File: src/rtl/fifo_rd_port.sv
// Read-side engine of the 16-entry ECC FIFO: issues reads, SECDED-decodes the
// returned (22,16) codewords and streams them out through a 2-entry buffer.
module fifo_rd_port #(
  parameter int DATA_W = 16,
  parameter int CODE_W = 22,
  parameter int CNT_W  = 8
) (
  input  logic              clk,
  input  logic              rst_n,
  input  logic              fifo_empty,
  output logic              fifo_rd_en,
  input  logic [CODE_W-1:0] mem_rd_data,
  output logic              m_valid,
  input  logic              m_ready,
  output logic [DATA_W-1:0] m_data,
  output logic              m_sbe,
  output logic              m_dbe,
  output logic [CNT_W-1:0]  sbe_count,
  output logic [CNT_W-1:0]  dbe_count
);

  // Positions 1..21 whose index has bit k set feed syndrome bit k.
  function automatic logic [CODE_W-1:0] cover_mask(input int k);
    cover_mask = '0;
    for (int i = 1; i < CODE_W; i++) begin
      if (((i >> k) & 1) == 1) cover_mask = cover_mask | (CODE_W'(1) << i);
    end
  endfunction

  // Data bits occupy every non-power-of-two position above 0, ascending.
  function automatic logic [DATA_W-1:0] extract(input logic [CODE_W-1:0] cw);
    logic [CODE_W-1:0] sh;
    int j;
    extract = '0;
    j = 0;
    for (int i = 1; i < CODE_W; i++) begin
      if ((i & (i - 1)) != 0) begin
        sh = cw >> i;
        if (sh[0]) extract = extract | (DATA_W'(1) << j);
        j++;
      end
    end
  endfunction

  localparam logic [CODE_W-1:0] MASK0 = cover_mask(0);
  localparam logic [CODE_W-1:0] MASK1 = cover_mask(1);
  localparam logic [CODE_W-1:0] MASK2 = cover_mask(2);
  localparam logic [CODE_W-1:0] MASK3 = cover_mask(3);
  localparam logic [CODE_W-1:0] MASK4 = cover_mask(4);

  logic [4:0]        syndrome;
  logic              parity;
  logic [CODE_W-1:0] corrected;
  logic [DATA_W-1:0] dec_data;
  logic              dec_sbe;
  logic              dec_dbe;

  always_comb begin
    syndrome[0] = ^(mem_rd_data & MASK0);
    syndrome[1] = ^(mem_rd_data & MASK1);
    syndrome[2] = ^(mem_rd_data & MASK2);
    syndrome[3] = ^(mem_rd_data & MASK3);
    syndrome[4] = ^(mem_rd_data & MASK4);
    parity      = ^mem_rd_data;
    corrected   = mem_rd_data;
    dec_sbe     = 1'b0;
    dec_dbe     = 1'b0;
    if (parity) begin
      if (syndrome == 5'd0) begin
        dec_sbe = 1'b1;
      end else if (syndrome <= 5'd21) begin
        corrected = mem_rd_data ^ (CODE_W'(1) << syndrome);
        dec_sbe   = 1'b1;
      end else begin
        dec_dbe = 1'b1;
      end
    end else if (syndrome != 5'd0) begin
      dec_dbe = 1'b1;
    end
    dec_data = extract(corrected);
  end

  logic [DATA_W-1:0] buf_data [2];
  logic [1:0]        buf_sbe;
  logic [1:0]        buf_dbe;
  logic              wr_ptr;
  logic              rd_ptr;
  logic [1:0]        occ;
  logic              inflight;
  logic              push;
  logic              pop;
  logic [2:0]        credit;

  // Credit counts buffered words plus the read still in flight, so a
  // returning word always has a free slot.
  always_comb begin
    pop        = m_valid & m_ready;
    push       = inflight;
    credit     = {1'b0, occ} + {2'b00, inflight} - {2'b00, pop};
    fifo_rd_en = rst_n & ~fifo_empty & (credit < 3'd2);
  end

  assign m_valid = (occ != 2'd0);
  assign m_data  = buf_data[rd_ptr];
  assign m_sbe   = buf_sbe[rd_ptr];
  assign m_dbe   = buf_dbe[rd_ptr];

  always_ff @(posedge clk or negedge rst_n) begin
    if (!rst_n) begin
      buf_data[0] <= '0;
      buf_data[1] <= '0;
      buf_sbe     <= '0;
      buf_dbe     <= '0;
      wr_ptr      <= 1'b0;
      rd_ptr      <= 1'b0;
      occ         <= 2'd0;
      inflight    <= 1'b0;
    end else begin
      inflight <= fifo_rd_en;
      if (push) begin
        buf_data[wr_ptr] <= dec_data;
        buf_sbe[wr_ptr]  <= dec_sbe;
        buf_dbe[wr_ptr]  <= dec_dbe;
        wr_ptr           <= ~wr_ptr;
      end
      if (pop) rd_ptr <= ~rd_ptr;
      occ <= occ + 2'(push) - 2'(pop);
    end
  end

  // Error counters stick at all-ones rather than wrapping.
  always_ff @(posedge clk or negedge rst_n) begin
    if (!rst_n) begin
      sbe_count <= '0;
      dbe_count <= '0;
    end else if (pop) begin
      if (m_sbe && (sbe_count != '1)) sbe_count <= sbe_count + 1'b1;
      if (m_dbe && (dbe_count != '1)) dbe_count <= dbe_count + 1'b1;
    end
  end

  assert property (@(posedge clk) disable iff (!rst_n) !(push && !pop && (occ == 2'd2)));

endmodule

File: config.mk
export PLATFORM = sky130hd
export DESIGN_NAME = fifo_rd_port
export DESIGN_NICKNAME = d
export VERILOG_FILES = /design/src/rtl/fifo_rd_port.sv
export SDC_FILE = /design/constraint.sdc
export NUM_CORES = 1
export LEC_CHECK = 0
export CAP_MARGIN = 20
export CORE_UTILIZATION = 48
export DETAILED_ROUTE_END_ITERATION = 12
export GPL_TIMING_DRIVEN = 0
export PLACE_DENSITY_LB_ADDON = 0.05
export SYNTH_ARGS = -nofsm -noshare
export SYNTH_HDL_FRONTEND = slang
export SYNTH_SLANG_ARGS = --single-unit
File: constraint.sdc
create_clock -name clk -period 2.32 [get_ports clk]
set_input_delay 0.232 -clock clk [delete_from_list [all_inputs] [get_ports clk]]
set_output_delay 0.232 -clock clk [all_outputs]
set_load 0.01 [all_outputs]
==> results.md <==
- Port bufs: 61
- Fin crit period: approximately 2.7 ns
- Layout Skew: ~0.012 ns
- Pleak: 2.15 nW
- Slack of the critical path: -0.351 ns
- Grt total ovfl: 0
- Synthesized cell area: 3470 sq um
- Max Root-Sink Buffers: 2
- Die Span X: a little under 90 um
- Setup Total Neg Slack: -0.579 ns
- Peak VDD IR: approximately 0.0007 V
- Crit path DAT: roughly 2.4 ns
- Post-route total power: roughly 6.5 mW
- Detail Route Antenna Nets: 0
- Largest net degree at the start of global routing: roughly 40
- Cell taking the most area after synthesis: dfrtp_1
- Vias in the first global route: 2,781
- Post-synthesis cell count: about 320
- Period utilisation layout: 1.15
- CTS Buf Count: 9
- Number of fill cells: between 500 and 600
- Non-filler cells, final: 523
- Final Max Tran Viols: 0
- CTS H-tree lvls: 3
- YS warnings: 0
- Top_reg_cell synth: dfrtp_1
- Crit path launch type: flop
- Core ar.: slightly below 7000 sq um
- Post-synth EDFFs: 0
- Most numerous cell in the Yosys netlist: dfrtp_1
- Fin nets: 453
- Area occupied by registers: about 1400 sq um
- DRT Pass-1 Iters: 4
- Total Routing Usage GR: 0.253
- Row count: 30
- Post-route DRC: 0
- CP required: roughly 2.1 ns
- MaxCap Viol Count: 0
- Failing checks: setup timing
- First-pass GRT wire length: between 10 and 15 mm
- DR vias/cell: about 5.4
- Setup-failing EPs final: 2
- Cells on worst reg2reg path: 14
- CTS tree: done
- Area share of the leading cell type in the synthesized netlist: 0.411
- Final Hold Viols: 0
- Crit end category: output pin
- CP Class: reg -> out
- Layout cell share with drive strength beyond 1: 0.272
- Syn nets: 354
- Headroom to the max-slew limit: 0.607
- Initial antenna violation count: 0
- Multi-input logic area: around 2300 sq um
- Crit path max fanout: 2
- DP Wirelength: 5.94 mm
- DR iter-0 viols: ~140
- Placed Area: about 4200 sq um
- Status: finished with violations
- Worst-path clk slew: 0.08 ns
- P&R area growth vs syn: 46.1%
- Number of clock sinks: 57
- RSZ-0062 raised after global routing: true
- Diode count: 0
- Hold Path Class: in -> async
- DIE AREA: about 7600 sq um
- Die Y: 87.0 um
- Commonest cells in the synthesized netlist: dfrtp_1, xnor2_1, nand2b_1, o31a_1, mux2_2
- Clock latency at the later pin of the worst-skew pair: about 0.34 ns
- Ys async rst share: 1.00
- Via count: about 2,800
- Final instance area: slightly above 5000 sq um
- Setup WS pre-CTS: -0.749 ns
- Reg-to-reg slack, setup: -0.23 ns
- IO Count: between 60 and 70
- Post-Route WL: 9.06 mm
- GPL Wtd Cong: roughly 0.85
- Syn_area_per_cell: around 11 sq um
- Post-synth cell types: between 40 and 50
- Flops & latches, synth: 57
- DR WL/cell: roughly 17 um
- CTS root buf: clkbuf_8
- Least-Margin Pin Slew: just under 0.6 ns
- Sequential-to-total area share from yosys stat: 0.411
- Achievable frequency: 374 MHz
- Pwr dens: 1270 nW/um^2
- Placed cells: 481
- Initial Utilization: 0.502
- Ranking of synthesized cells by area: dfrtp_1, xnor2_1, o31a_1
## worst paths after layout
path | from | endpoint
max reg2reg | occ[1]$_DFF_PN0_ | inflight$_DFF_PN0_
min reg2reg | buf_dbe[0]$_DFFE_PN0P_ | buf_dbe[0]$_DFFE_PN0P_
max in group asynchronous | rst_n | rd_ptr$_DFFE_PN0P_
min | rst_n | buf_data[3]$_DFFE_PN0P_
max | occ[1]$_DFF_PN0_ | fifo_rd_en
min in group clk | buf_dbe[0]$_DFFE_PN0P_ | buf_dbe[0]$_DFFE_PN0P_
## where the power goes
part | internal (mW) | switching, mW
combinational | 1.96 | 1.58
sequential | 1.45 | 0.333
clock | 0.713 | 0.424
total | 4.12 | 2.34
## worst max-delay path: stages (launching register included)
cell     delay [ns]
dfrtp_1        0.42
o21ai_4        0.17
inv_2          0.07
ha_4           0.26
inv_2          0.04
ha_4           0.15
fa_2           0.40
xnor2_2        0.17
nor4b_2        0.24
buf_2          0.18
## through the flow
step	utilization	hold slack (ns)
after floorplan	-	-0.0636
after global placement	0.609	0.464
after detailed placement	0.611	0.200
after CTS	0.690	0.365
after global routing	0.734	0.409
final	0.734	0.363
## layout make-up
cell class / count / share of cell area
multi-input cells: 242 / 0.452
well taps: 96 / 0.0237
inverters: 15 / 0.0111
flip-flops and latches: 57 / 0.282
clock buffers: 9 / 0.0244
repair buffers: 89 / 0.175
clock inverters: 7 / 0.0234
plain buffers: 8 / 0.00864
## timing repair
action	4_1_cts	5_1_grt
resized for setup	36	41
endpoints found under the setup margin	53	35
pin swaps	7	22
hold buffers	1	0
setup buffers	16	11
endpoints found under the hold margin	18	0
## sequential cells by signal (all words and copies together), names as in the netlist, 2 cells and up
| signal | flops |
|---|---|
| buf_sbe | 2 |
| occ | 2 |
| buf_data | 32 |
| dbe_count | 8 |
| buf_dbe | 2 |
| sbe_count | 8 |
## placed cells by master (no fill, tap or decap), types with 3 or more instances in the layout
| cell type | instances |
|---|---|
| buf_6 | 5 |
| o31a_1 | 26 |
| xnor2_1 | 19 |
| dlymetal6s2s_1 | 9 |
| nor3b_1 | 12 |
| nor2_1 | 13 |
| a211oi_4 | 3 |
| clkbuf_1 | 4 |
| xnor3_2 | 4 |
| dfrtp_1 | 56 |
| a31oi_1 | 15 |
| xnor2_2 | 11 |
| clkbuf_8 | 10 |
| and3_1 | 3 |
| a21boi_1 | 5 |
| nand2b_1 | 28 |
| nand2_1 | 10 |
| clkdlybuf4s50_1 | 48 |
| buf_4 | 19 |
| bufinv_16 | 3 |
| or3_1 | 3 |
| xnor2_4 | 5 |
| inv_1 | 13 |
| nand3_1 | 12 |
| nand4_1 | 3 |
| o21ai_0 | 4 |
| xor2_4 | 3 |
| mux2_2 | 18 |
| xor2_1 | 9 |
| buf_12 | 3 |
## metal layers
metal	global-route usage	vias to the layer above	routed length (um)
met5	0	-	0
met4	0.117	0	127
met3	0.0493	10	444
met2	0.431	77	4660
met1	0.311	1401	3830
li1	-	1356	-
## cell families (layout without fill, tap and decap cells)
| family | after synthesis | count (layout) | share of synthesized area |
|---|---|---|---|
| AO/OA/AOI/OAI | 66 | 66 | 0.149 |
| buffers and inverters | 24 | 128 | 0.0260 |
| multiplexers | 19 | 19 | 0.0613 |
| XOR/XNOR | 55 | 55 | 0.175 |
| flip-flops | 57 | 57 | 0.411 |
| adder cells (fa/ha/maj) | 5 | 5 | 0.0202 |
| AND/OR/NAND/NOR | 97 | 97 | 0.158 |
(Power assumes the default switching activity.)
